File: config.mk
export PLATFORM = sky130hd
export DESIGN_NAME = video_fetch_sched
export DESIGN_NICKNAME = d
export VERILOG_FILES = /design/src/rtl/video_pkg.sv /design/src/rtl/video_fetch_fifo.sv /design/src/rtl/video_fetch_sched.sv
export SDC_FILE = /design/constraint.sdc
export NUM_CORES = 1
export LEC_CHECK = 0
export ABC_AREA = 1
export CORE_UTILIZATION = 45
export CTS_BUF_LIST = sky130_fd_sc_hd__clkbuf_8
export DETAILED_ROUTE_END_ITERATION = 8
export PLACE_DENSITY = 0.65
export REMOVE_ABC_BUFFERS = 1
export SYNTH_ARGS = -nofsm -noshare
export SYNTH_HDL_FRONTEND = slang
export SYNTH_HIERARCHICAL = 1
export SYNTH_SLANG_ARGS = --single-unit
File: constraint.sdc
create_clock -name clk -period 3.37 [get_ports clk]
set_input_delay 0.5055 -clock clk [delete_from_list [all_inputs] [get_ports clk]]
set_output_delay 0.5055 -clock clk [all_outputs]
set_load 0.05 [all_outputs]
File: src/rtl/video_pkg.sv
// Shared video fetch definitions: bandwidth codes, fetch FSM states, default sizing.
package video_pkg;

  localparam logic [1:0] BW_1_8 = 2'b00;
  localparam logic [1:0] BW_1_4 = 2'b01;
  localparam logic [1:0] BW_1_2 = 2'b10;
  localparam logic [1:0] BW_1_1 = 2'b11;

  localparam int VF_BASE_WORDS = 16;
  localparam int VF_FIFO_DEPTH = 4;

  typedef enum logic [1:0] {
    FS_IDLE = 2'd0,
    FS_RUN  = 2'd1,
    FS_WAIT = 2'd2
  } fetch_state_e;

  // Divider bits that must be zero for a request opportunity: 8/4/2/1 slots.
  function automatic logic [2:0] slot_mask(input logic [1:0] bw);
    return 3'b111 >> bw;
  endfunction

endpackage

File: src/rtl/video_fetch_fifo.sv
// Word buffer between DRAM returns and the pixel renderer; head is registered
// so it holds its last value while empty.
module video_fetch_fifo #(
  parameter int DEPTH = 4,
  parameter int W     = 16,
  parameter int AW    = $clog2(DEPTH)
) (
  input  logic          clk,
  input  logic          rst,
  input  logic          flush,
  input  logic          push,
  input  logic          pop,
  input  logic [W-1:0]  wdata,
  output logic [W-1:0]  head,
  output logic [AW:0]   count
);

  localparam logic [AW:0] CNT_FULL = (AW+1)'(DEPTH);

  logic [W-1:0]  r_mem [DEPTH];
  logic [AW-1:0] r_wptr;
  logic [AW-1:0] r_rptr;
  logic [AW:0]   r_count;
  logic [W-1:0]  r_head;

  logic          w_pop;
  logic          w_push;
  logic [AW-1:0] w_rptr_nxt;
  logic [AW:0]   w_remain;

  assign w_pop      = pop && (r_count != '0);
  assign w_push     = push && ((r_count != CNT_FULL) || w_pop);
  assign w_rptr_nxt = r_rptr + AW'(w_pop);
  assign w_remain   = r_count - (AW+1)'(w_pop);

  always_ff @(posedge clk or posedge rst) begin
    if (rst) begin
      r_wptr  <= '0;
      r_rptr  <= '0;
      r_count <= '0;
      r_head  <= '0;
    end else if (flush) begin
      r_wptr  <= '0;
      r_rptr  <= '0;
      r_count <= '0;
    end else begin
      if (w_push) r_wptr <= r_wptr + 1'b1;
      r_rptr  <= w_rptr_nxt;
      r_count <= r_count + (AW+1)'(w_push) - (AW+1)'(w_pop);
      // Next head comes from storage if words remain, else from the word being pushed.
      if (w_remain != '0)
        r_head <= r_mem[w_rptr_nxt];
      else if (w_push)
        r_head <= wdata;
    end
  end

  always_ff @(posedge clk) begin
    if (w_push && !flush) r_mem[r_wptr] <= wdata;
  end

  assign head  = r_head;
  assign count = r_count;

endmodule

File: src/rtl/video_fetch_sched.sv
// Per-line DRAM fetch scheduler feeding the pixel renderer through a small FIFO.
// Optional VFETCH_UNDERRUN_EN adds sticky underrun flag and saturating counter.
module video_fetch_sched
  import video_pkg::*;
#(
  parameter int BASE_WORDS = VF_BASE_WORDS,
  parameter int FIFO_DEPTH = VF_FIFO_DEPTH
) (
  input  logic        clk,
  input  logic        rst,
  input  logic [1:0]  mode_bw,
  input  logic        line_start,
  input  logic        slot_tick,
  output logic        req,
  input  logic        ack,
  output logic        addr_inc,
  input  logic        rd_strobe,
  input  logic [15:0] rd_data,
  input  logic        pix_take,
  output logic [15:0] pix_word,
  output logic        pix_valid,
  output logic        line_done
`ifdef VFETCH_UNDERRUN_EN
 ,output logic        underrun,
  output logic [7:0]  underrun_cnt
`endif
);

  localparam int CW = $clog2(FIFO_DEPTH) + 1;
  localparam int QD = 2 * FIFO_DEPTH;
  localparam int QW = $clog2(QD);

  if (BASE_WORDS < 1 || BASE_WORDS > 31) begin : g_bad_base
    $error("video_fetch_sched: BASE_WORDS must be in 1..31");
  end
  if (FIFO_DEPTH < 2 || FIFO_DEPTH > 8 || (FIFO_DEPTH & (FIFO_DEPTH - 1)) != 0) begin : g_bad_depth
    $error("video_fetch_sched: FIFO_DEPTH must be a power of two in 2..8");
  end

  fetch_state_e r_state;
  fetch_state_e w_state_nxt;

  logic [1:0]    r_bw;
  logic [2:0]    r_slot;
  logic [7:0]    r_words_left;
  logic [CW-1:0] r_outst;
  logic          r_req;
  logic          r_addr_inc;
  logic          r_line_done;
  logic          r_tag;

  // Tags of in-flight requests, in issue order, so stale returns can be dropped.
  logic [QD-1:0] r_tagq;
  logic [QW-1:0] r_tq_wr;
  logic [QW-1:0] r_tq_rd;
  logic [QW:0]   r_inflight;

  logic [CW-1:0] w_fifo_cnt;
  logic [15:0]   w_head;
  logic          w_acc;
  logic          w_opp;
  logic          w_room;
  logic          w_issue;
  logic          w_ret;
  logic          w_push;
  logic          w_pop;
  logic          w_done;
  logic          w_valid;

  assign w_valid = (w_fifo_cnt != '0);
  assign w_acc   = r_req && ack && !line_start;
  assign w_opp   = slot_tick && ((r_slot & slot_mask(r_bw)) == 3'b000);
  assign w_room  = ((CW+1)'(w_fifo_cnt) + (CW+1)'(r_outst)) < (CW+1)'(FIFO_DEPTH);
  assign w_issue = (r_state == FS_RUN) && w_opp && !r_req && (r_words_left != 8'd0) && w_room;
  assign w_ret   = rd_strobe && (r_inflight != '0);
  assign w_push  = w_ret && (r_tagq[r_tq_rd] == r_tag) && (r_outst != '0) && !line_start;
  assign w_pop   = pix_take && w_valid;

  always_ff @(posedge clk or posedge rst) begin
    if (rst) r_state <= FS_IDLE;
    else     r_state <= w_state_nxt;
  end

  always_comb begin
    w_state_nxt = r_state;
    w_done      = 1'b0;
    if (line_start) begin
      w_state_nxt = FS_RUN;
    end else begin
      case (r_state)
        FS_RUN:  if (r_words_left == 8'd0 && !r_req) w_state_nxt = FS_WAIT;
        FS_WAIT: if (r_outst == '0) begin
          w_state_nxt = FS_IDLE;
          w_done      = 1'b1;
        end
        default: w_state_nxt = r_state;
      endcase
    end
  end

  always_ff @(posedge clk or posedge rst) begin
    if (rst) begin
      r_bw         <= BW_1_8;
      r_slot       <= '0;
      r_words_left <= '0;
      r_outst      <= '0;
      r_req        <= 1'b0;
      r_addr_inc   <= 1'b0;
      r_tag        <= 1'b0;
    end else if (line_start) begin
      r_bw         <= mode_bw;
      r_slot       <= '0;
      r_words_left <= 8'(BASE_WORDS) << mode_bw;
      r_outst      <= '0;
      r_req        <= 1'b0;
      r_addr_inc   <= 1'b0;
      r_tag        <= ~r_tag;
    end else begin
      if (slot_tick) r_slot <= r_slot + 1'b1;
      if (w_acc)        r_req <= 1'b0;
      else if (w_issue) r_req <= 1'b1;
      r_addr_inc <= w_acc;
      if (w_acc) r_words_left <= r_words_left - 1'b1;
      r_outst <= r_outst + CW'(w_acc) - CW'(w_push);
    end
  end

  // Returns are consumed from the tag queue even across line_start.
  always_ff @(posedge clk or posedge rst) begin
    if (rst) begin
      r_tagq     <= '0;
      r_tq_wr    <= '0;
      r_tq_rd    <= '0;
      r_inflight <= '0;
    end else begin
      if (w_acc) begin
        r_tagq[r_tq_wr] <= r_tag;
        r_tq_wr         <= r_tq_wr + 1'b1;
      end
      if (w_ret) r_tq_rd <= r_tq_rd + 1'b1;
      r_inflight <= r_inflight + (QW+1)'(w_acc) - (QW+1)'(w_ret);
    end
  end

  always_ff @(posedge clk or posedge rst) begin
    if (rst) r_line_done <= 1'b0;
    else     r_line_done <= w_done;
  end

  video_fetch_fifo #(
    .DEPTH (FIFO_DEPTH),
    .W     (16)
  ) u_fifo (
    .clk   (clk),
    .rst   (rst),
    .flush (line_start),
    .push  (w_push),
    .pop   (w_pop),
    .wdata (rd_data),
    .head  (w_head),
    .count (w_fifo_cnt)
  );

`ifdef VFETCH_UNDERRUN_EN
  logic       r_underrun;
  logic [7:0] r_under_cnt;
  logic       w_under;

  assign w_under = pix_take && !w_valid && (r_state == FS_RUN || r_state == FS_WAIT);

  always_ff @(posedge clk or posedge rst) begin
    if (rst) begin
      r_underrun  <= 1'b0;
      r_under_cnt <= '0;
    end else if (w_under) begin
      r_underrun <= 1'b1;
      if (r_under_cnt != 8'hFF) r_under_cnt <= r_under_cnt + 1'b1;
    end
  end

  assign underrun     = r_underrun;
  assign underrun_cnt = r_under_cnt;
`endif

  assign req       = r_req;
  assign addr_inc  = r_addr_inc;
  assign pix_word  = w_head;
  assign pix_valid = w_valid;
  assign line_done = r_line_done;

endmodule

* After elaboration in Yosys (flattened, before gate mapping)
Memory sizes are Yosys's and may differ from the RTL's.
Cells that the tools add are included.
** Cells by class
- $add $sub $neg :: 14
- $lt $le $gt $ge :: 4
- Equality and inequality tests :: 6
- Shift-type cells :: 2
- Multiplexer cells :: 29
- Bitwise gates (word level) :: 3
- Reduce and logical (&&, ||, !) cells :: 36
** Operators by type and width (number)
- two-way mux 16 bit :: 2
- logical AND 1 bit :: 17
- two-way mux 8 bit :: 2
- nonzero test 3 bit :: 5
- two-way mux 2 bit :: 6
- two-way mux 3 bit :: 4
- two-way mux 1 bit :: 11
- adder 3 x 1 -> 3 bit (second input constant) :: 3
- subtractor 3 x 1 -> 3 bit :: 3
- bitwise mux 8 bit :: 1
- zero test 8 bit :: 1
- less-than comparator 3 x 4 -> 1 bit (second input constant) :: 2
- nonzero test 2 bit :: 4
- nonzero test 8 bit :: 1
- << shifter 5 x 2 -> 8 bit (first input constant) :: 1
- subtractor 8 x 1 -> 8 bit (second input constant) :: 1
- adder 3 x 1 -> 3 bit :: 2
- zero test 3 bit :: 2
- inequality test 3 bit (second input constant) :: 2
- adder 3 x 3 -> 4 bit :: 1
- adder 4 x 1 -> 4 bit :: 1
- less-than comparator 4 x 3 -> 1 bit (second input constant) :: 1
- case mux 2 bit (2 select lines) :: 1
- nonzero test 4 bit :: 1
- other kinds (17) :: 19
** Storage, ports and cells
- Register bits after elaboration :: 63
- Bits in writable memories :: 64
- Bits of input ports :: 25
- Memories :: 1
** Memories
- u_fifo.r_mem :: words 4, width 16, rd ports 1, clocked after Yosys merged registers in 0, wr ports 1, RTL line video_fetch_fifo.sv:20 : logic [W-1:0] r_mem [DEPTH];

* Logic depth before layout (Yosys ltp)
- Depth in word-level cells :: 11
- Mapped depth :: 14
- Depth with buffers taken out :: 14

* Cells and area by module
Netlist, hierarchy kept.
** Modules (own cells, without submodules)
- video_fetch_fifo :: instances 1, cells an instance 425, area each 4105.2 um^2, sequential area each 2497.4 um^2
- video_fetch_sched :: instances 1, cells an instance 264, area each 2164.6 um^2, sequential area each 1001.0 um^2

* Least setup slack after synthesis
Ideal clock, no wire load.
- Path type :: reg2reg
- Start point :: register u_fifo.r_count[1] (netlist: u_fifo/count[1])
- End point :: memory u_fifo.r_mem[0][0], enable pin
- Arrival time :: 2.440 ns
- Required time :: 2.981 ns
- Slack :: 0.541 ns
- Stages on the path, launching flop included :: 7
- Buffers on the path :: 0
- Period minus slack after synthesis :: 2.829 ns
- Cell sequence :: dfrtp_1 -> or3_1 -> and2_1 -> inv_2 -> a31oi_4 -> nand2_1 -> nor2_1
** Between the ends
- Longest elaborated chain between the ends :: 8
- Elaborated cells on any way between the ends :: 9
- Classes of those cells :: eq/ne (1); mux (2); reduce/logical (6)
** Ends and longest elaborated chain
- from (decl) :: RTL line video_fetch_fifo.sv:23 : logic [AW:0] r_count;
- from (signal assigned) :: RTL line video_fetch_fifo.sv:49 : r_count <= r_count + (AW+1)'(w_push) - (AW+1)'(w_pop);
- nonzero test 3 bit :: RTL line video_fetch_sched.sv:70 : assign w_valid = (w_fifo_cnt != '0);
- named net pix_valid :: RTL line video_fetch_sched.sv:21 : output logic pix_valid,
- logical AND 1 bit :: RTL line video_fetch_sched.sv:77 : assign w_pop = pix_take && w_valid;
- named net w_pop :: RTL line video_fetch_sched.sv:66 : logic w_pop;
- logical AND 1 bit :: RTL line video_fetch_fifo.sv:31 : assign w_pop = pop && (r_count != '0);
- logical OR 1 bit :: RTL line video_fetch_fifo.sv:32 : assign w_push = push && ((r_count != CNT_FULL) || w_pop);
- logical AND 1 bit :: RTL line video_fetch_fifo.sv:32
- logical AND 1 bit :: RTL line video_fetch_fifo.sv:59 : if (w_push && !flush) r_mem[r_wptr] <= wdata;
- two-way mux 1 bit :: RTL line video_fetch_fifo.sv:59
- two-way mux 1 bit (implied by the code) :: RTL line video_fetch_fifo.sv:59
- to (decl) :: RTL line video_fetch_fifo.sv:20
The timed path passes the listed nets, and every way through them passes these cells.

* Worst setup path after layout
- Start point :: register u_fifo.r_count[1] (netlist: u_fifo/count[1])
- End point :: register u_fifo.r_head[7] (netlist: u_fifo/head[7])
** Between the ends
- Longest elaborated chain between the ends :: 7
- Elaborated cells on any way between the ends :: 13
- Classes of those cells :: add/sub (2); eq/ne (1); mux (1); reduce/logical (8); memory (1)
** Ends and longest elaborated chain
- nonzero test 3 bit * :: RTL line video_fetch_sched.sv:70
- logical AND 1 bit * :: RTL line video_fetch_sched.sv:77
- named net w_pop :: RTL line video_fetch_sched.sv:66
- logical AND 1 bit * :: RTL line video_fetch_fifo.sv:31
- subtractor 3 x 1 -> 3 bit or logical OR 1 bit (tied branches) :: RTL line video_fetch_fifo.sv:34, video_fetch_fifo.sv:32
- nonzero test 3 bit or logical AND 1 bit (tied branches) :: RTL line video_fetch_fifo.sv:51, video_fetch_fifo.sv:32
- nonzero test 2 bit (no line)
- AND reduction 2 bit (no line)
- to (signal assigned) :: RTL line video_fetch_fifo.sv:52 : r_head <= r_mem[w_rptr_nxt];
- to (signal assigned) :: RTL line video_fetch_fifo.sv:54 : r_head <= wdata;
- to (decl) :: RTL line video_fetch_fifo.sv:24 : logic [W-1:0] r_head;
The timed path passes the listed nets; every way through them passes the cells marked *.
A chain may end at the register's enable or synchronous reset.

==> flow_summary.html <==
<table>
<tr><th>Metric</th><th>Value</th></tr>
<tr><th colspan="2">Run status</th></tr>
<tr><td>Result of the run</td><td>finished, final reports clean</td></tr>
<tr><th colspan="2">Clock tree</th></tr>
<tr><td>Clock latency on the worst-skew pair</td><td>0.44 ns</td></tr>
<tr><td>Count of H-tree levels built during CTS</td><td>4</td></tr>
<tr><td>Clock tree buffer depth</td><td>2</td></tr>
<tr><td>CTS tree</td><td>built</td></tr>
<tr><td>Hold-fix buffers at CTS</td><td>0</td></tr>
<tr><td>CTS Root Buffer Type</td><td>sky130_fd_sc_hd__clkbuf_8</td></tr>
<tr><td>Cts repair resizes</td><td>0</td></tr>
<tr><td>Sinks on the clock net</td><td>127</td></tr>
<tr><td>Inserted Clock Buffers</td><td>17</td></tr>
<tr><td>Post-CTS setup buffer count</td><td>0</td></tr>
<tr><td>Clock-pin slew of the registers on the worst-case setup and hold paths</td><td>0.07 ns</td></tr>
<tr><th colspan="2">Timing</th></tr>
<tr><td>Peak clock frequency supported by timing</td><td>0.369 GHz</td></tr>
<tr><td>Final-layout setup total negative slack</td><td>0 ns</td></tr>
<tr><td>Actual transition at the worst max-transition pin</td><td>1.01 ns</td></tr>
<tr><td>Final clock skew</td><td>0.00879 ns</td></tr>
<tr><td>Final-report max-slew violation count</td><td>0</td></tr>
<tr><td>Min Clock Period, post-route</td><td>2.71 ns</td></tr>
<tr><td>Period utilization</td><td>0.805</td></tr>
<tr><td>Worst Hold Margin</td><td>0.478 ns</td></tr>
<tr><td>Relative slew slack</td><td>0.323</td></tr>
<tr><td>Final hold violation count</td><td>0</td></tr>
<tr><td>Final setup violation count</td><td>0</td></tr>
<tr><td>Setup repair after global routing missed its margin</td><td>false</td></tr>
<tr><th colspan="2">Pwr</th></tr>
<tr><td>VDD IR-drop max</td><td>0.343 mV</td></tr>
<tr><td>Switching share of power</td><td>0.337</td></tr>
<tr><td>Power Dens Cells</td><td>626 nW/µm²</td></tr>
<tr><td>Internal power</td><td>0.00302 W</td></tr>
<tr><td>Clock share of power</td><td>0.282</td></tr>
<tr><td>Leakage power figure</td><td>3.38 nW</td></tr>
<tr><td>Combinational cell fraction of total power</td><td>0.273</td></tr>
<tr><td>Relative contribution of sequential cells to total power</td><td>0.444</td></tr>
<tr><td>Reported net switching power</td><td>0.00154 W</td></tr>
<tr><th colspan="2">Drt</th></tr>
<tr><td>Vias per Instance</td><td>4.96</td></tr>
<tr><td>Wire length reported by the detailed router</td><td>12900 µm</td></tr>
<tr><td>Post-detailed-route count of antenna-violating nets</td><td>0</td></tr>
<tr><td>DRC violation total after the first TritonRoute iteration</td><td>268</td></tr>
<tr><td>Count of unresolved DRC violations after routing</td><td>0</td></tr>
<tr><td>Routed len/inst</td><td>13.9 µm</td></tr>
<tr><td>Via count of the routed design</td><td>4625</td></tr>
<tr><td>Initial DRT Pass Iterations</td><td>4</td></tr>
<tr><th colspan="2">Synthesis</th></tr>
<tr><td>Mapped cell area</td><td>6270 µm²</td></tr>
<tr><td>XOR/XNOR share of the synthesized area</td><td>0.0112</td></tr>
<tr><td>Post-synthesis sequential element count</td><td>127</td></tr>
<tr><td>Cell count after synthesis</td><td>689</td></tr>
<tr><td>Mapped Avg Cell Area</td><td>9.10 µm²</td></tr>
<tr><td>Fraction of the mapped netlist area in simple logic gates</td><td>0.245</td></tr>
<tr><td>Fraction of synthesized area in multiplexers</td><td>0</td></tr>
<tr><td>Area share of fa/ha/maj cells after synthesis</td><td>0.0495</td></tr>
<tr><td>Number of library cell types mapped by synthesis</td><td>38</td></tr>
<tr><td>Compound-gate portion of the synthesized area</td><td>0.0369</td></tr>
<tr><td>Sequential fraction of the synthesis area</td><td>0.558</td></tr>
<tr><td>Ys Warns</td><td>6</td></tr>
<tr><td>Dominant combinational cell family by area after synthesis</td><td>simple AND/OR/NAND/NOR gates</td></tr>
<tr><th colspan="2">Finish</th></tr>
<tr><td>Filler-free cell count of the finished design</td><td>932</td></tr>
<tr><td>Area of combinational cells with multiple inputs</td><td>2150 µm²</td></tr>
<tr><td>Fillcell total</td><td>1183</td></tr>
<tr><td>Fraction of final layout cells with drive strength greater than 1</td><td>0.0820</td></tr>
<tr><td>Area overhead of the layout relative to synthesis</td><td>16.3%</td></tr>
<tr><td>Seq. cell area</td><td>3500 µm²</td></tr>
<tr><td>Net count of the finished layout</td><td>791</td></tr>
<tr><td>Commonest cells after routing, fill and taps aside</td><td>142 x sky130_fd_sc_hd__nand2_1, 126 x sky130_fd_sc_hd__inv_1, 96 x sky130_fd_sc_hd__nand3_1</td></tr>
<tr><td>Number of diodes added for antenna fixing</td><td>0</td></tr>
<tr><td>Leading cell type in the layout, fill and taps excluded</td><td>sky130_fd_sc_hd__nand2_1</td></tr>
<tr><th colspan="2">Floorplanning</th></tr>
<tr><td>Height of the die</td><td>120 µm</td></tr>
<tr><td>Die X</td><td>120 µm</td></tr>
<tr><td>Placeable core region</td><td>13400 µm²</td></tr>
<tr><td>Number of cell rows</td><td>42</td></tr>
<tr><td># IOs</td><td>45</td></tr>
<tr><td>Initial cell density of the core</td><td>0.468</td></tr>
<tr><td>Area enclosed by the die boundary</td><td>14400 µm²</td></tr>
<tr><th colspan="2">Global routing</th></tr>
<tr><td>GRT Residual Overflow</td><td>0</td></tr>
<tr><td>Initial antenna violation count</td><td>0</td></tr>
<tr><td>Largest net degree at the start of global routing</td><td>34</td></tr>
<tr><td>Global-route wire length before repair</td><td>21900 µm</td></tr>
<tr><td>Via count of the first global-routing pass</td><td>4556</td></tr>
<tr><td>Global-route usage over all layers</td><td>0.199</td></tr>
<tr><th colspan="2">Placed design</th></tr>
<tr><td>Placed cell count</td><td>900</td></tr>
<tr><td>Number of port buffers</td><td>44</td></tr>
<tr><td>HPWL after detailed placement</td><td>8620 µm</td></tr>
<tr><td>Routability Congestion</td><td>0.870</td></tr>
<tr><th colspan="2">Worst setup path</th></tr>
<tr><td>Critical Setup Path Class</td><td>flop to flop</td></tr>
<tr><td>Data arrival time of the worst path</td><td>3.04 ns</td></tr>
<tr><td>Critical Path Fanout Max</td><td>20</td></tr>
<tr><td>Sort of element at the end of the critical path</td><td>flop</td></tr>
<tr><td>Required time of the worst setup path</td><td>3.70 ns</td></tr>
<tr><td>CP Launch Type</td><td>flop</td></tr>
<tr><th colspan="2">Min path</th></tr>
<tr><td>Hold Crit Class</td><td>flop to flop</td></tr>
<tr><th colspan="2">Flow run</th></tr>
<tr><td># Max-Cap Violations</td><td>0</td></tr>
</table>
[layer usage]
metal  routed length, µm  GRT usage  vias up
met5                   0          0        -
met4                 247     0.0758        0
met3                 484     0.0456       22
met2                6520      0.341       93
met1                5670      0.242     2212
li1                    -          -     2298
[through the flow]
step                total power (W)  cell area [µm²]  worst slack [ns]   util
floorplan                   0.00290             6130             0.131      -
global placement            0.00328             6900             0.582  0.515
detailed placement          0.00332             6900             0.535  0.515
CTS                         0.00461             7290             0.612  0.544
global route                0.00484             7290             0.437  0.544
finish                      0.00456             7290             0.656  0.544
[critical path: stages (launching register included)]
cell,delay (ns)
sky130_fd_sc_hd__dfrtp_1,0.48
sky130_fd_sc_hd__or3_1,0.40
sky130_fd_sc_hd__and2_1,0.24
sky130_fd_sc_hd__nand3_2,0.15
sky130_fd_sc_hd__inv_1,0.05
sky130_fd_sc_hd__ha_1,0.27
sky130_fd_sc_hd__nand2_1,0.06
sky130_fd_sc_hd__nor2_2,0.09
sky130_fd_sc_hd__nand3_2,0.10
sky130_fd_sc_hd__o21ai_4,0.36
sky130_fd_sc_hd__buf_12,0.21
sky130_fd_sc_hd__nor2_1,0.06
sky130_fd_sc_hd__nand2_1,0.06
sky130_fd_sc_hd__nand2_1,0.05
[state kept, by name (all words and copies together), names as in the netlist, 3 cells and up]
name / count
r_slot: 3
r_outst: 3
u_fifo/head: 16
r_tq_wr: 3
r_tagq: 8
r_tq_rd: 3
u_fifo/r_mem: 64
r_inflight: 4
r_words_left: 8
u_fifo/count: 3
[power groups by stage]
stage / Sequential [W] / Clock [W] / Combinational, W
CTS: 0.00203 / 0.00132 / 0.00126
finish: 0.00203 / 0.00129 / 0.00125
global route: 0.00206 / 0.00140 / 0.00139
detailed placement: 0.00206 / 0 / 0.00125
global placement: 0.00206 / 0 / 0.00122
floorplan: 0.00234 / 0 / 0.000562
[final cells by class]
class | count | area share
Clock inverter | 15 | 0.0211
Tap cell | 176 | 0.0302
Sequential cell | 127 | 0.480
Timing Repair Buffer | 55 | 0.0752
Clock buffer | 17 | 0.0321
Inverter | 129 | 0.0664
Multi-Input combinational cell | 413 | 0.295
[logic make-up (layout without fill, tap and decap cells)]
logic type               after synthesis  after routing
adder cells (fa/ha/maj)               23             23
AND/OR/NAND/NOR                      343            343
AO/OA/AOI/OAI                         39             39
flip-flops                           127            127
XOR/XNOR                               8              8
buffers and inverters                149            216
[final timing paths]
kind / to / cells after the start / slack [ns] / from
max: u_fifo/head[7] / 13 / 0.66 / u_fifo/count[1]
max reg2reg: u_fifo/head[7] / 13 / 0.66 / u_fifo/count[1]
min: u_fifo/head[12] / 2 / 0.48 / u_fifo/head[12]
min reg2reg: u_fifo/head[12] / 2 / 0.48 / u_fifo/head[12]
min in group asynchronous: r_tq_wr[1] / 2 / 0.63 / rst
max in group asynchronous: u_fifo/head[14] / 2 / 2.05 / rst
[Yosys cell counts]
master	count	area share
sky130_fd_sc_hd__a21oi_1	10	0.0080
sky130_fd_sc_hd__a31oi_1	1	0.0010
sky130_fd_sc_hd__a31oi_4	1	0.0034
sky130_fd_sc_hd__and2_1	1	0.0010
sky130_fd_sc_hd__and3_1	1	0.0010
sky130_fd_sc_hd__buf_2	10	0.0080
sky130_fd_sc_hd__buf_4	5	0.0060
sky130_fd_sc_hd__buf_6	4	0.0072
sky130_fd_sc_hd__clkbuf_1	1	0.00060
sky130_fd_sc_hd__clkinv_1	1	0.00060
sky130_fd_sc_hd__dfrtp_1	63	0.25
sky130_fd_sc_hd__edfxtp_1	64	0.31
sky130_fd_sc_hd__fa_1	3	0.0096
sky130_fd_sc_hd__ha_1	20	0.040
sky130_fd_sc_hd__inv_1	125	0.075
sky130_fd_sc_hd__inv_2	3	0.0018
sky130_fd_sc_hd__nand2_1	142	0.085
sky130_fd_sc_hd__nand2_2	4	0.0040
sky130_fd_sc_hd__nand2_4	2	0.0036
sky130_fd_sc_hd__nand3_1	96	0.077
sky130_fd_sc_hd__nand3_2	2	0.0032
sky130_fd_sc_hd__nand3_4	1	0.0028
sky130_fd_sc_hd__nand3b_1	1	0.0012
sky130_fd_sc_hd__nand4_1	8	0.0080
sky130_fd_sc_hd__nor2_1	67	0.040
sky130_fd_sc_hd__nor2_2	5	0.0050
sky130_fd_sc_hd__nor2_4	2	0.0036
sky130_fd_sc_hd__nor3_1	6	0.0048
sky130_fd_sc_hd__nor3b_1	1	0.0012
sky130_fd_sc_hd__o211ai_1	2	0.0024
sky130_fd_sc_hd__o21ai_0	22	0.018
sky130_fd_sc_hd__o21ai_4	1	0.0026
sky130_fd_sc_hd__o22ai_1	2	0.0020
sky130_fd_sc_hd__or2_2	2	0.0020
sky130_fd_sc_hd__or2_4	1	0.0014
sky130_fd_sc_hd__or3_1	1	0.0010
sky130_fd_sc_hd__xnor2_1	3	0.0042
sky130_fd_sc_hd__xor2_1	5	0.0070
Note: power is estimated with default switching activity, not from simulation.
